<file path="src/rtl/simple_ps_pkg.sv">
// -----------------------------------------------------------------------------
// simple_ps_pkg
// Shared definitions for the simple processor phase logic.
//   - Phase index constants for the five pipeline phases
//   - Error code used when the strobe bus is not one-hot
//   - State enumeration of the receive-side phase decoder
//   - next_phase(): the in-order successor of a phase index (4 wraps to 0)
// -----------------------------------------------------------------------------
package simple_ps_pkg;

    localparam int NUM_PHASES = 5;

    localparam logic [2:0] PH_FETCH  = 3'd0;
    localparam logic [2:0] PH_DECODE = 3'd1;
    localparam logic [2:0] PH_READ   = 3'd2;
    localparam logic [2:0] PH_EXEC   = 3'd3;
    localparam logic [2:0] PH_WB     = 3'd4;

    localparam logic [2:0] ERR_MULTIHOT = 3'd7;

    typedef enum logic [1:0] {
        ST_IDLE   = 2'd0,
        ST_RUN    = 2'd1,
        ST_HALTED = 2'd2,
        ST_ERROR  = 2'd3
    } phase_dec_state_t;

    function automatic logic [2:0] next_phase(input logic [2:0] p);
        return (p == PH_WB) ? PH_FETCH : p + 3'd1;
    endfunction

endpackage

</file>
<file path="src/rtl/phase_decoder_onehot5_decode.sv">
// -----------------------------------------------------------------------------
// onehot5_decode
// Combinational classifier for the 5-bit phase strobe bus.
// Ports:
//   phase_bus  in  [4:0]  strobe bus, bit k = phase k
//   valid      out        exactly one bit set
//   multi      out        two or more bits set
//   idx        out  [2:0] index of the set bit (meaningful only when valid)
// -----------------------------------------------------------------------------
module onehot5_decode (
    input  logic [4:0] phase_bus,
    output logic       valid,
    output logic       multi,
    output logic [2:0] idx
);

    logic [2:0] w_ones;

    always_comb begin
        w_ones = 3'd0;
        idx    = 3'd0;
        for (int k = 0; k < 5; k++) begin
            w_ones = w_ones + {2'b00, phase_bus[k]};
            if (phase_bus[k]) begin
                idx = 3'(k);
            end
        end
        valid = (w_ones == 3'd1);
        multi = (w_ones >= 3'd2);
    end

endmodule

</file>
<file path="src/rtl/phase_decoder.sv">
// -----------------------------------------------------------------------------
// phase_decoder
// Receive side of the processor phase controller. Checks that one-hot phase
// strobes arrive in order 0->1->2->3->4->0, turns each accepted strobe into a
// registered one-cycle stage enable, counts retired instructions, handles the
// halt/resume handshake and latches sequencing errors.
// Ports:
//   clock        in          system clock, rising edge
//   reset_n      in          asynchronous active-low reset
//   phase_bus    in  [4:0]   one-hot phase strobe, all-zero = no strobe
//   halt_req     in          level request to halt at end of instruction
//   resume       in          pulse, leave HALTED
//   clear_err    in          pulse, leave ERROR
//   stage_en     out [4:0]   one-cycle enable per accepted strobe
//   phase_out    out [2:0]   last accepted phase index
//   instr_done   out         one-cycle pulse on accepted phase 4
//   instr_count  out [CNT_W] retired instructions, wrapping
//   halted       out         high while HALTED
//   seq_error    out         high while ERROR
//   err_phase    out [2:0]   offending phase, 7 = not one-hot
//   dbg_state    out         current FSM state (observation only)
// Handshake: halt_req is a level sampled every rising edge in IDLE/RUN;
// resume and clear_err are single-cycle pulses acted on only in HALTED and
// ERROR respectively, and they take priority over any strobe in that cycle.
// -----------------------------------------------------------------------------
import simple_ps_pkg::*;

module phase_decoder #(
    parameter int CNT_W = 16
) (
    input  logic             clock,
    input  logic             reset_n,
    input  logic [4:0]       phase_bus,
    input  logic             halt_req,
    input  logic             resume,
    input  logic             clear_err,
    output logic [4:0]       stage_en,
    output logic [2:0]       phase_out,
    output logic             instr_done,
    output logic [CNT_W-1:0] instr_count,
    output logic             halted,
    output logic             seq_error,
    output logic [2:0]       err_phase,
    output phase_dec_state_t dbg_state
);

    phase_dec_state_t r_state;
    logic             r_halt_pending;

    logic       w_valid;
    logic       w_multi;
    logic [2:0] w_idx;
    logic [2:0] w_expected;

    onehot5_decode u_decode (
        .phase_bus (phase_bus),
        .valid     (w_valid),
        .multi     (w_multi),
        .idx       (w_idx)
    );

    assign w_expected = next_phase(phase_out);
    assign dbg_state  = r_state;

    always_ff @(posedge clock or negedge reset_n) begin
        if (!reset_n) begin
            r_state        <= ST_IDLE;
            r_halt_pending <= 1'b0;
            stage_en       <= 5'd0;
            phase_out      <= PH_FETCH;
            instr_done     <= 1'b0;
            instr_count    <= '0;
            halted         <= 1'b0;
            seq_error      <= 1'b0;
            err_phase      <= 3'd0;
        end else begin
            // Pulsed outputs default low every cycle.
            stage_en   <= 5'd0;
            instr_done <= 1'b0;

            case (r_state)
                ST_IDLE: begin
                    // A halt latched earlier takes effect before any new
                    // instruction can start.
                    if (r_halt_pending) begin
                        r_state        <= ST_HALTED;
                        r_halt_pending <= 1'b0;
                        halted         <= 1'b1;
                    end else begin
                        // Only phase 0 resynchronises; anything else is dropped
                        // silently.
                        if (w_valid && (w_idx == PH_FETCH)) begin
                            stage_en  <= phase_bus;
                            phase_out <= w_idx;
                            r_state   <= ST_RUN;
                        end
                        if (halt_req) begin
                            r_halt_pending <= 1'b1;
                        end
                    end
                end

                ST_RUN: begin
                    if (w_valid && (w_idx == w_expected)) begin
                        stage_en  <= phase_bus;
                        phase_out <= w_idx;
                        if (w_idx == PH_WB) begin
                            instr_done  <= 1'b1;
                            instr_count <= instr_count + CNT_W'(1);
                            // Instruction boundary: honour a latched or
                            // same-cycle halt request.
                            if (r_halt_pending || halt_req) begin
                                r_state        <= ST_HALTED;
                                r_halt_pending <= 1'b0;
                                halted         <= 1'b1;
                            end
                        end else if (halt_req) begin
                            r_halt_pending <= 1'b1;
                        end
                    end else if (w_valid || w_multi) begin
                        // Out-of-order or multi-hot strobe; error beats halt.
                        r_state        <= ST_ERROR;
                        seq_error      <= 1'b1;
                        err_phase      <= w_multi ? ERR_MULTIHOT : w_idx;
                        r_halt_pending <= 1'b0;
                    end else if (halt_req) begin
                        r_halt_pending <= 1'b1;
                    end
                end

                ST_HALTED: begin
                    if (resume) begin
                        r_state <= ST_IDLE;
                        halted  <= 1'b0;
                    end
                end

                ST_ERROR: begin
                    if (clear_err) begin
                        r_state   <= ST_IDLE;
                        seq_error <= 1'b0;
                        err_phase <= 3'd0;
                    end
                end

                default: begin
                    r_state <= ST_IDLE;
                end
            endcase
        end
    end

endmodule
</file>
<file path="config.mk">
export PLATFORM = sky130hd
export DESIGN_NAME = phase_decoder
export DESIGN_NICKNAME = d
export VERILOG_FILES = /design/src/rtl/simple_ps_pkg.sv /design/src/rtl/phase_decoder_onehot5_decode.sv /design/src/rtl/phase_decoder.sv
export SDC_FILE = /design/constraint.sdc
export NUM_CORES = 1
export LEC_CHECK = 0
export CAP_MARGIN = 20
export CORE_MARGIN = 2
export CORE_UTILIZATION = 45
export DETAILED_ROUTE_END_ITERATION = 7
export PLACE_DENSITY = 0.81
export SETUP_SLACK_MARGIN = 0.05
export SYNTH_ARGS = -nofsm -noshare
export SYNTH_HDL_FRONTEND = slang
export SYNTH_SLANG_ARGS = --single-unit
</file>
<file path="constraint.sdc">
create_clock -name clock -period 2.75 [get_ports clock]
set_input_delay 0.275 -clock clock [delete_from_list [all_inputs] [get_ports clock]]
set_output_delay 0.275 -clock clock [all_outputs]
set_load 0.005 [all_outputs]
</file>
==> flow_metrics.env <==
export IMPL_avgViaCountPerCell=5.490
export IMPL_die_area_um2=4859
export IMPL_hold_path_class="in2reg"
export IMPL_fin_hold_ws_ns=0.2011
export IMPL_seq_area_um2=825.8
export IMPL_antenna_found_initial=0
export IMPL_routed_wl_mm=4.615
export IMPL_synth_cell_types=52
export IMPL_ant_nets=0
export IMPL_ys_seq_area_share_pct=42.50
export IMPL_postCtsHoldBufs=0
export IMPL_powerDensity_nw_per_um2=635.2
export IMPL_drive_above_1_share_pct=23.81
export IMPL_root_buffer="clkbuf_8"
export IMPL_status="completed"
export IMPL_drt_pass1_iter_count=4
export IMPL_gp_congestion=0.8322
export IMPL_insertion_delay_ns=0.29
export IMPL_row_count=23
export IMPL_fillers=325
export IMPL_clk_pin_slew_ns=0.07
export IMPL_path_class="in2reg"
export IMPL_die_h_um=69.71
export IMPL_multi_input_area_um2=1141
export IMPL_overflow=0
export IMPL_synth_nets=209
export IMPL_syn_to_final_growth_pct=40.89
export IMPL_finClkSkew_ns=0.006321
export IMPL_syn_inst=192
export IMPL_p_leak_uw=0.001264
export IMPL_synth_area_um2=1943
export IMPL_io_pins=42
export IMPL_final_cells=302
export IMPL_end_kind="flop"
export IMPL_max_freq_mhz=364.2
export IMPL_async_reset_ff_share_pct=100.0
export IMPL_tightest_slew_ns=0.5466
export IMPL_port_buffers=41
export IMPL_drc=0
export IMPL_hpwl_mm=3.271
export IMPL_whs_path_depth=2
export IMPL_maxCapViolations=0
export IMPL_ir_worst_vdd_uv=570.3
export IMPL_start_util_pct=47.55
export IMPL_max_slew_margin_pct=63.49
export IMPL_grt_pass1_wl_mm=7.452
export IMPL_placed_cells=291
export IMPL_crit_chain="buf_8 -> ha_4 -> inv_2 -> fa_1 -> inv_1 -> ha_2 -> fa_1 -> buf_4 -> or2_4 -> or3_4 -> o211ai_1 -> a31oi_2 -> o22ai_1"
export IMPL_clock_path_buffers=2
export IMPL_setup_viol=0
export IMPL_dr_total_vias=1658
export IMPL_fin_crit_sh_pct=99.85
export IMPL_ys_ff_latch=33
export IMPL_h_tree_depth=2
export IMPL_crit_arrival_ns=2.95
export IMPL_fin_util_pct=66.99
export IMPL_crit_cells=13
export IMPL_required_ns=2.96
export IMPL_synthFlopType="dfrtp_1"
export IMPL_path_buf_inv=4
export IMPL_layout_nets=268
export IMPL_max_stage_delay_ns=0.47
export IMPL_diodes=0
export IMPL_syn_avg_cell_area_um2=10.12
export IMPL_first_global_vias=1564
export IMPL_fin_crit_ns=2.746
export IMPL_synth_warnings=0
export IMPL_cts_buffers=5
export IMPL_grt_max_degree=34
export IMPL_die_x_um=69.71
export IMPL_finalHoldViolCount=0
export IMPL_grt_usage_pct=19.58
export IMPL_cts_tree="yes"
export IMPL_synth_edf_count=0
export IMPL_drtIter0Drc=152
export IMPL_avgRoutedWirePerCell_um=15.28
export IMPL_drv_slew=0
export IMPL_cp_start_kind="primary input"
export IMPL_reg2regPathDepth=5
export IMPL_cp_common_cell="fa_1"
export IMPL_critPathSlowestCell="fa_1"
export IMPL_cts_sinks=33
export IMPL_core_area_um2=4086
export IMPL_critPathTopFamily="adder cells"
export IMPL_rsz0062_at_grt="yes"
export IMPL_crit_fanout=3
==> report_power, final <==
group          internal, uW  total, uW  leakage [uW]  switching (uW)
clock                   175        352     0.0000450             177
sequential              558        664      0.000444             106
combinational           347        723      0.000776             376
==> layout make-up <==
| type | count | share of cell area (%) |
|---|---|---|
| clock buffer | 6 | 2.651 |
| clock inverter | 2 | 0.3656 |
| inverter | 16 | 2.194 |
| multi-input combinational | 136 | 41.68 |
| sequential | 33 | 30.16 |
| tap | 50 | 2.285 |
| timing repair buffer | 59 | 20.66 |
==> state kept, by name, summed over array words and instances (netlist names) <==
register	flops
instr_count	16
stage_en	5
err_phase	3
phase_out	3
dbg_state	2
halted	1
instr_done	1
r_halt_pending	1
seq_error	1
==> path summary, 6_finish.rpt <==
path,slack (ns),startpoint,to
min in group asynchronous,0.38,reset_n,instr_count[5]$_DFFE_PN0P_
min reg2reg,0.46,instr_count[15]$_DFFE_PN0P_,instr_count[15]$_DFFE_PN0P_
min,0.20,phase_bus[0],stage_en[0]$_DFF_PN0_
max,0.004,phase_bus[1],err_phase[0]$_DFFE_PN0P_
max reg2reg,0.57,dbg_state[0]$_DFFE_PN0P_,instr_count[15]$_DFFE_PN0P_
max in group asynchronous,2.06,reset_n,instr_done$_DFF_PN0_
==> metrics by stage <==
| stage | area, um^2 | setup WS [ns] | TNS, ns | total power [uW] |
|---|---|---|---|---|
| 2_1_floorplan | 1956 | -0.1010 | -0.1057 | 1035 |
| 3_3_place_gp | 2500 | -0.5660 | -14.00 | 1284 |
| 3_5_place_dp | 2500 | -0.6149 | -16.79 | 1302 |
| 4_1_cts | 2638 | 0.01853 | 0 | 1677 |
| 5_1_grt | 2738 | -0.1109 | -0.5973 | 1843 |
| 6_report | 2738 | 0.004061 | 0 | 1739 |
==> cells in the final DEF (no fill, tap or decap), types with 2 or more instances in the layout <==
| cell | synthesis | final |
|---|---|---|
| nand2b_1 | 2 | 2 |
| ha_1 | 5 | 3 |
| nand2_1 | 15 | 15 |
| clkinv_2 | 0 | 2 |
| nor2_1 | 11 | 9 |
| o21ai_0 | 5 | 5 |
| dlygate4sd2_1 | 0 | 2 |
| inv_1 | 15 | 13 |
| and2_1 | 3 | 2 |
| nor3_4 | 1 | 10 |
| buf_4 | 2 | 16 |
| nor2b_1 | 3 | 3 |
| nand3_1 | 10 | 10 |
| xnor2_1 | 4 | 4 |
| nor4_1 | 3 | 3 |
| clkbuf_8 | 0 | 5 |
| fa_1 | 2 | 2 |
| dfrtp_1 | 33 | 33 |
| xor2_1 | 13 | 13 |
| inv_2 | 1 | 3 |
| o22ai_1 | 3 | 2 |
| o21a_1 | 2 | 2 |
| nand4_1 | 9 | 9 |
| buf_6 | 1 | 2 |
| a21oi_1 | 3 | 3 |
| clkdlybuf4s50_1 | 0 | 37 |
| nor3_1 | 8 | 5 |
| mux2i_1 | 2 | 2 |
==> kinds of logic after synthesis <==
group	count (synthesis)	synth area share (%)
flip-flops	33	42.50
buffers and inverters	23	5.215
adder cells (fa/ha/maj)	7	5.280
XOR/XNOR	18	9.079
AO/OA/AOI/OAI	27	10.95
AND/OR/NAND/NOR	81	25.18
multiplexers	3	1.803
==> synthesized netlist by cell type, types with 2 or more instances <==
| cell | instances | area share, % |
|---|---|---|
| o21ai_0 | 5 | 1.3 |
| nor3_2 | 6 | 3.1 |
| o21a_1 | 2 | 0.77 |
| nand4_1 | 9 | 2.9 |
| xor2_1 | 13 | 5.9 |
| nor3_1 | 8 | 2.1 |
| xnor2_1 | 4 | 1.8 |
| ha_1 | 5 | 3.2 |
| fa_1 | 2 | 2.1 |
| a21oi_1 | 3 | 0.77 |
| nand3_1 | 10 | 2.6 |
| mux2i_1 | 2 | 1.0 |
| nor2b_1 | 3 | 0.97 |
| clkbuf_1 | 4 | 0.77 |
| nand2_1 | 15 | 2.9 |
| nand2b_1 | 2 | 0.64 |
| dfrtp_1 | 33 | 42 |
| o22ai_1 | 3 | 0.97 |
| buf_4 | 2 | 0.77 |
| nor4_1 | 3 | 0.97 |
| and2_1 | 3 | 0.97 |
| inv_1 | 15 | 2.9 |
| nor2_1 | 11 | 2.1 |
==> per-layer routing <==
metal | GRT usage [%] | wire length [um]
met1 | 24.91 | 1963
met2 | 31.73 | 2278
met5 | 0 | 0
met4 | 7.265 | 88
met3 | 5.669 | 285
==> timing repair <==
| item | CTS | global route |
|---|---|---|
| gates resized for setup | 20 | 16 |
| pin swaps | 7 | 15 |
| gates cloned | 0 | 0 |
| buffers inserted | 2 | 1 |
| endpoints found under the setup margin | 33 | 30 |
Power figures use the tool's default switching activity.
